===== src/rtl/mem_bus_pkg.sv =====
// mem_bus_pkg: shared encodings for the two-master memory bus arbiter
package mem_bus_pkg;
   typedef enum logic [1:0] {IDLE = 2'd0, ISSUE = 2'd1, RESP = 2'd2} state_e;
   localparam logic M_CPU = 1'b0;
   localparam logic M_LOADER = 1'b1;
   localparam logic [1:0] ALIGN_MASK = 2'b11;
   function automatic logic misaligned(input logic [1:0] a);
      return |(a & ALIGN_MASK);
   endfunction
endpackage


===== src/rtl/rr_select.sv =====
// rr_select: two-way round-robin picker, locked owner wins or reserves the bus
module rr_select
   import mem_bus_pkg::*;
(
   input  logic       clk_i,
   input  logic       rst_ni,
   input  logic [1:0] req_i,
   input  logic       lock_i,
   input  logic       owner_i,
   input  logic       upd_i,
   output logic       valid_o,
   output logic       gnt_o
);
   logic rr_last_q, rr_last_d;
   always_comb begin
      rr_last_d = upd_i ? owner_i : rr_last_q;
      valid_o = lock_i ? req_i[owner_i] : |req_i;
      gnt_o = lock_i ? owner_i : (&req_i ? ~rr_last_q : req_i[M_LOADER]);
   end
   always_ff @(posedge clk_i or negedge rst_ni)
      if (!rst_ni) rr_last_q <= M_LOADER;
      else rr_last_q <= rr_last_d;
endmodule


===== src/rtl/mem_bus_arbiter.sv =====
// mem_bus_arbiter: shares one word-wide synchronous memory bus between CPU (M0) and loader (M1)
module mem_bus_arbiter
   import mem_bus_pkg::*;
#(
   parameter int ADDR_W = 32,
   parameter int DATA_W = 32
) (
   input  logic              clk_i,
   input  logic              rst_ni,
   input  logic              m0_req_i,
   input  logic [ADDR_W-1:0] m0_addr_i,
   input  logic              m0_we_i,
   input  logic [DATA_W-1:0] m0_wdata_i,
   input  logic              m0_lock_i,
   output logic              m0_ack_o,
   output logic              m0_err_o,
   output logic [DATA_W-1:0] m0_rdata_o,
   input  logic              m1_req_i,
   input  logic [ADDR_W-1:0] m1_addr_i,
   input  logic              m1_we_i,
   input  logic [DATA_W-1:0] m1_wdata_i,
   input  logic              m1_lock_i,
   output logic              m1_ack_o,
   output logic              m1_err_o,
   output logic [DATA_W-1:0] m1_rdata_o,
   output logic [ADDR_W-1:0] mem_addr_o,
   output logic              mem_we_o,
   output logic [DATA_W-1:0] mem_wdata_o,
   input  logic [DATA_W-1:0] mem_rdata_i,
   output logic              owner_o
);
   state_e state_q, state_d;
   logic owner_q, owner_d, we_q, we_d, gnt_valid, gnt, mis;
   logic [ADDR_W-1:0] addr_q, addr_d;
   logic [DATA_W-1:0] wdata_q, wdata_d;
   logic [1:0] ack_q, ack_d, err_q, err_d;
   logic [1:0][DATA_W-1:0] rdata_q, rdata_d;

   assign mis = misaligned(addr_q[1:0]);

   rr_select u_rr (
      .clk_i   (clk_i),
      .rst_ni  (rst_ni),
      .req_i   ({m1_req_i, m0_req_i}),
      .lock_i  (owner_q ? m1_lock_i : m0_lock_i),
      .owner_i (owner_q),
      .upd_i   (state_q == RESP),
      .valid_o (gnt_valid),
      .gnt_o   (gnt)
   );

   always_comb begin
      state_d = state_q;
      owner_d = owner_q;
      addr_d = addr_q;
      we_d = we_q;
      wdata_d = wdata_q;
      ack_d = '0;
      err_d = '0;
      rdata_d = rdata_q;
      case (state_q)
         IDLE: if (gnt_valid) begin
            state_d = ISSUE;
            owner_d = gnt;
            addr_d = gnt ? m1_addr_i : m0_addr_i;
            we_d = gnt ? m1_we_i : m0_we_i;
            wdata_d = gnt ? m1_wdata_i : m0_wdata_i;
         end
         ISSUE: state_d = RESP;
         RESP: begin
            state_d = IDLE;
            ack_d[owner_q] = 1'b1;
            err_d[owner_q] = mis;
            if (!we_q && !mis) rdata_d[owner_q] = mem_rdata_i;
         end
         default: state_d = IDLE;
      endcase
   end

   always_ff @(posedge clk_i or negedge rst_ni)
      if (!rst_ni) begin
         state_q <= IDLE;
         owner_q <= M_CPU;
         addr_q <= '0;
         we_q <= 1'b0;
         wdata_q <= '0;
         ack_q <= '0;
         err_q <= '0;
         rdata_q <= '0;
      end else begin
         state_q <= state_d;
         owner_q <= owner_d;
         addr_q <= addr_d;
         we_q <= we_d;
         wdata_q <= wdata_d;
         ack_q <= ack_d;
         err_q <= err_d;
         rdata_q <= rdata_d;
      end

   // strobe is decoded from state so reset removes it without waiting for a clock
   assign mem_we_o = (state_q == ISSUE) && we_q && !mis;
   assign mem_addr_o = addr_q;
   assign mem_wdata_o = wdata_q;
   assign owner_o = owner_q;
   assign m0_ack_o = ack_q[M_CPU];
   assign m0_err_o = err_q[M_CPU];
   assign m0_rdata_o = rdata_q[M_CPU];
   assign m1_ack_o = ack_q[M_LOADER];
   assign m1_err_o = err_q[M_LOADER];
   assign m1_rdata_o = rdata_q[M_LOADER];
endmodule


===== config.mk =====
export PLATFORM = sky130hd
export DESIGN_NAME = mem_bus_arbiter
export DESIGN_NICKNAME = d
export VERILOG_FILES = /design/src/rtl/mem_bus_pkg.sv /design/src/rtl/rr_select.sv /design/src/rtl/mem_bus_arbiter.sv
export SDC_FILE = /design/constraint.sdc
export NUM_CORES = 1
export LEC_CHECK = 0
export ABC_CLOCK_PERIOD_IN_PS = 2000
export BUFFER_PORTS_ARGS = -buffer_cell sky130_fd_sc_hd__buf_2
export CORE_MARGIN = 1
export CORE_UTILIZATION = 41
export CTS_CLUSTER_DIAMETER = 150
export CTS_CLUSTER_SIZE = 16
export DETAILED_ROUTE_END_ITERATION = 10
export GPL_ROUTABILITY_DRIVEN = 0
export GPL_TIMING_DRIVEN = 0
export PLACE_DENSITY_LB_ADDON = 0.08
export SLEW_MARGIN = 20
export SYNTH_ARGS = -nofsm -noshare
export SYNTH_HDL_FRONTEND = slang
export SYNTH_HIERARCHICAL = 1
export SYNTH_SLANG_ARGS = --single-unit

===== constraint.sdc =====
create_clock -name clk_i -period 2 [get_ports clk_i]
set_input_delay 0.2 -clock clk_i [delete_from_list [all_inputs] [get_ports clk_i]]
set_output_delay 0.2 -clock clk_i [all_outputs]
set_load 0.005 [all_outputs]

; ---- Word-level counts from Yosys, hierarchy flattened
; Index checks and enable logic that the tools add are counted.
[totals]
reg_bits = 137
in_bits = 168
out_inout_bits = 134
wordCells = 47
[classes]
magnitude_cmp = 2
eq_ne = 3
n_mux = 18
n_bitwise = 2
n_reduce_logical = 12
[op_table]
columns = operator, count
row1 = 32-bit 2-to-1 mux, 3
row2 = 64-bit bitwise mux, 1
row3 = 32-bit demux with 1-bit select, 1
row4 = 1-bit 2-to-1 mux, 8
row5 = 2-bit 2-to-1 mux, 3
row6 = 2-bit AND reduction, 3
row7 = 1-bit logical AND, 4
row8 = 2-bit one-hot mux with 2 select lines, 1
row9 = 2-bit OR reduction, 2
row10 = 2-bit AND, 1
row11 = "2-bit by 1-bit equality test with 1-bit output, second input constant", 1
row12 = "2-bit equality test, second input constant", 1
row13 = 1-bit logical NOT, 2
row14 = 2-bit logical NOT, 1
row15 = "1-bit by 2-bit < comparator with 1-bit output, second input constant", 1
row16 = "2-bit != test, second input constant", 1
row17 = 1-bit demux with 1-bit select, 1
row18 = "1-bit greater-or-equal comparator, second input constant", 1
row19 = 1-bit NOT, 1

; ---- Depth between registers and ports, before layout
[depth]
depth_word = 6
depth_mapped = 8
ltp_nobuf = 6

; ---- Modules after synthesis
; The synthesis kept the hierarchy.
[modules_own_cells]
columns = mod, instances, cells_each, area_each_um2, seq_area_each_um2
row1 = mem_bus_arbiter, 1, 437, 5670.4, 3403.3
row2 = rr_select, 1, 8, 78.8, 26.3

; ---- Worst setup path before layout
; OpenSTA, ideal clock, no wires.
[synth_path]
path_type = flip-flop to flip-flop
from = register owner_q (netlist: owner_o)
to = register owner_q (netlist: owner_o)
setup_time_ns = 0.125
arrival_time_ns = 1.951
t_required_ns = 1.875
path_slack_ns = -0.076
path_stages_with_launch = 7
n_path_buf = 1
period_less_slack_ns = 2.076
path_cell_list = dfrtp_1 mux2_2 a21boi_1 o22a_1 nor3b_2 buf_2 mux2_2
[synth_between]
elab_chain_cells = 4
word_cells_on_any_way = 6
classes_between = mux (5) / reduce/logical (1)
[synth_lines]
columns = item, line_no
row1 = start: declaration, mem_bus_arbiter.sv:33  ; logic owner_q, owner_d, we_q, we_d, gnt_valid, gnt, mis;
row2 = start signal: assignment, mem_bus_arbiter.sv:92  ; owner_q <= owner_d;
row3 = 1-bit 2-to-1 mux (implied by the code) (2 in a row), rr_select.sv:17  ; valid_o = lock_i ? req_i[owner_i] : |req_i;
row4 = 1-bit 2-to-1 mux (*), rr_select.sv:17
row5 = via gnt_valid, mem_bus_arbiter.sv:33
row6 = 2-bit AND reduction (no source line) (*), -
; Mark *: on every way through the listed nets, which the timed path passes. The rest lies on a longest branch. The select of a mux whose other input is x is not followed.
; A chain may end at the register's enable or synchronous reset.

; ---- Worst setup path after layout
[layout_path]
from = register owner_q (netlist: owner_o)
to = register wdata_q[5] (netlist: mem_wdata_o[5])
[layout_between]
word_cells_on_any_way = 7
classes_between = mux (6) / reduce/logical (1)
[layout_rtl]
columns = item, line_no
row1 = 1-bit 2-to-1 mux, mem_bus_arbiter.sv:45  ; .lock_i (owner_q ? m1_lock_i : m0_lock_i),
row2 = 1-bit 2-to-1 mux (*), rr_select.sv:18  ; gnt_o = lock_i ? owner_i : (&req_i ? ~rr_last_q : req_i[M_LOADER]);
row3 = via gnt, mem_bus_arbiter.sv:33
row4 = 32-bit 2-to-1 mux (*), mem_bus_arbiter.sv:67  ; wdata_d = gnt ? m1_wdata_i : m0_wdata_i;
row5 = end signal: assignment, mem_bus_arbiter.sv:95  ; wdata_q <= wdata_d;
row6 = end: declaration, mem_bus_arbiter.sv:35  ; logic [DATA_W-1:0] wdata_q, wdata_d;
; Marks and branches as above.

==> key figures <==
Synthesis
  – Avg Inst Size Synth: 12.9 um^2
  – Synth Area in XOR/XNOR: 0%
  – Cell taking the most area after synthesis: dfrtp_1
  – Cells after Synth: 445
  – Fraction of registers with async set/reset: 100%
  – Sequential area share after synthesis: 59.7%
  – Multiplexer share of the synthesized area: roughly 25%
  – Post-synth top flop: dfrtp_1
  – Top post-synthesis cells by area: dfrtp_1 59%, mux2i_1 11%, mux2_2 11%
  – Largest family of logic cells by synthesized area: multiplexers
  – Synth Area in Compound Gates: 6.09%
  – Post-synth cell types: 26
  – Synthesized flop and latch total: 137
  – Ys Warns: 6
  – Synth Area in Adders: 0%
  – Commonest cells in the netlist: 136 x dfrtp_1, 66 x nor2_1, 65 x a21oi_1, 65 x mux2i_1, 56 x mux2_2
  – EDFF count, synth: 0
  – Count leader, synth: dfrtp_1
  – Synthesized area: around 0.0057 mm^2
  – Synthesized-area fraction occupied by and/or/nand/nor cells: 6.29%
  – Top cell type's share of synthesized area: roughly 60%
  – Synth Net Count: 613

Worst setup path
  – Largest stage delay, worst path: 0.42 ns
  – R2R Path End: mem_wdata_o[5]
  – Critical-path maximum fanout: 10
  – Setup crit end kind: flop
  – Worst r2r path cells: 7
  – Slowest cell on crit path: dfrtp_2
  – Worst Path Required: between 2 and 2.5 ns
  – Worst Setup SP: owner_o
  – Cell count along the critical path: 7
  – Top cell family by delay on the critical path: multiplexers
  – Crit path to: mem_wdata_o[5]
  – CP Class: reg2reg
  – Critical Path Source Type: flop
  – R2r setup slk: 0.04 ns
  – Critical R2R Launch: owner_o
  – Buf/Inv on CP: 2
  – CP arrival: 2.25 ns
  – Worst-path cell chain: mux2_4 -> nor2b_1 -> a22o_1 -> buf_6 -> buf_8 -> mux2i_1 -> a21oi_1

Power and ir drop
  – Clock share of power: 21.3%
  – Lkg Pwr: 0.00406 uW
  – PD cells: 1560 mW/mm^2
  – Sw Ratio: 33.5%
  – Reg power frac: 38.0%
  – P_sw: about 4300 uW
  – Peak VDD IR: 0.762 mV
  – Combinational fraction of design power: 40.6%
  – Internal power: 8540 uW

Hold path
  – Worst min-delay path category: in2reg
  – Hold Path Cell Cnt: 2

Place
  – Placed Cells: 923
  – Number of port buffers: 301
  – Pre-CTS setup slack: -0.510 ns
  – Dpl cell area: 0.00751 mm^2
  – Hpwl dp: 11400 um

Routing
  – Drt pass-1 iters: 4
  – Wire per inst: 15.7 um
  – Drt via density: 4.84
  – Iter 0 DRT Violations: 216
  – DR DRC count: 0
  – Vias: 4638
  – Drt total wl: roughly 15000 um
  – Final antenna-violating net count: 0

Timing
  – Final Cycle Share: 98.0%
  – Worst Tran Pin Value: ~0.43 ns
  – FMAX: 510 MHz
  – Slew Viols, Final: 0
  – Setup violations, final: 0
  – Final Hold Vio Count: 0
  – Headroom to the max-slew limit: between 70% and 80%
  – Tmin final: 1.96 ns
  – Clock Skew: 0.00610 ns
  – Final WS setup: about 0.040 ns
  – RSZ-0062 raised after global routing: true

Layout
  – Area Growth Syn to Fin: 42.9%
  – Share of layout cells above drive strength 1: 56.2%
  – Fillers: 1163
  – Number of diodes: 0
  – Nets@finish: 938
  – Final core utilization: 61.1%
  – Final Instance Area: ~0.0082 mm^2
  – Non-Filler Instances: approximately 960

Clock network
  – Clock tree root driver cell: clkbuf_16
  – Worst-skew pair later-pin latency: slightly above 0.4 ns
  – Clk buf depth: 2
  – CTS Buf Count: 17
  – # clock sinks: between 100 and 150
  – CTS H-Tree Depth: 4
  – Clock slew at reported path FFs: 0.05 ns
  – CTS tree: built

Die
  – Die height: 120 um
  – Core area: approximately 0.013 mm^2
  – Die area: 0.0145 mm^2
  – Die W: 120 um
  – # IOs: 302
  – Cell row count: between 40 and 50
  – Initial Util: 42.7%

Run status
  – Outcome: completed

Global routing
  – Initial antenna violation count: 0
  – Overall Global Routing Usage: a little over a fifth
  – First-pass GRT wire length: approximately 24000 um
  – Congestion Overflow GR: 0
  – Pin count of the biggest net entering global routing: between 80 and 90
  – Vias in the first global route: 4770

Run
  – Max Cap Viol: 0
==> cell type report <==
type	count	area [um^2]	share of cell area (%)
buffer	27	262	3.18
clock buffer	23	468	5.70
clock inverter	9	50.0	0.609
multi-input combinational	280	2200	26.7
sequential	137	3430	41.8
tap	176	220	2.68
timing repair buffer	307	1590	19.4
==> repair_timing <==
item / in CTS / in global routing
hold buffers: 2 / 0
hold endpoints to repair: 53 / 0
resized for setup: 30 / 14
setup endpoints to repair: 67 / 30
pin swaps: 1 / 2
setup buffers: 3 / 0
==> stage by stage <==
stage               hold WS, ns   TNS, ns  power (uW)
detailed placement        0.142    -27.94        9880
CTS                     0.00847         0       12900
finish                   0.0260         0       12800
floorplan               -0.0956         0        7540
global placement          0.426   -171.47        9680
global route            0.00556  -0.00219       13700
==> cell usage in the layout, fill, tap and decap left out, types with 7 or more instances in the layout <==
master	netlist	layout
a21oi_1	65	65
buf_2	15	301
buf_4	3	9
buf_6	6	12
clkbuf_16	0	17
clkinv_2	0	7
dfrtp_1	136	135
mux2_2	56	55
mux2_4	6	7
mux2i_1	65	56
mux2i_2	0	8
nor2_1	66	66
==> worst min path at each step <==
stage                     slack (ns)            start        endpoint
after floorplan                 -0.1           rst_ni        ack_q[0]
after global placement          0.43  mem_rdata_i[20]  m0_rdata_o[20]
after detailed placement        0.14           rst_ni   m0_rdata_o[1]
after CTS                      0.008  mem_rdata_i[30]  m0_rdata_o[30]
after global routing           0.006   mem_rdata_i[2]   m0_rdata_o[2]
final                           0.03   mem_rdata_i[1]   m0_rdata_o[1]
==> worst reg2reg max path: stages, from the launching register on <==
cell and delay, ns:
dfrtp_2 0.42, mux2_4 0.34, nor2b_1 0.13, a22o_1 0.24, buf_6 0.17, buf_8 0.18
mux2i_1 0.26, a21oi_1 0.10
==> power groups by stage <==
stage | sequential [uW] | combinational, uW | clock (uW)
2_1_floorplan | 5030 | 2510 | 0
6_report | 4880 | 5210 | 2740
3_5_place_dp | 4920 | 4960 | 0
5_1_grt | 5050 | 5740 | 2940
4_1_cts | 4880 | 5220 | 2810
3_3_place_gp | 4850 | 4830 | 0
==> sequential cells by signal, summed over array words and instances (netlist names) <==
signal          flops
ack_q               2
err_q               2
m0_rdata_o         32
m1_rdata_o         32
mem_addr_o         32
mem_wdata_o        32
owner_o             1
state_q             2
u_rr/rr_last_q      1
we_q                1
==> logic make-up (layout without fill, tap and decap cells) <==
logic type	after synthesis	after routing
buffers and inverters	28	366
muxes	132	132
and+or+nand+nor	80	80
AOI/OAI and AO/OA	68	68
DFF	137	137
==> routing by layer <==
layer,GRT usage (%),wire length [um]
met1,24.9,6030
met2,37.6,7660
met3,6.56,1080
met4,8.41,291
met5,0,0
(Power assumes the default switching activity.)
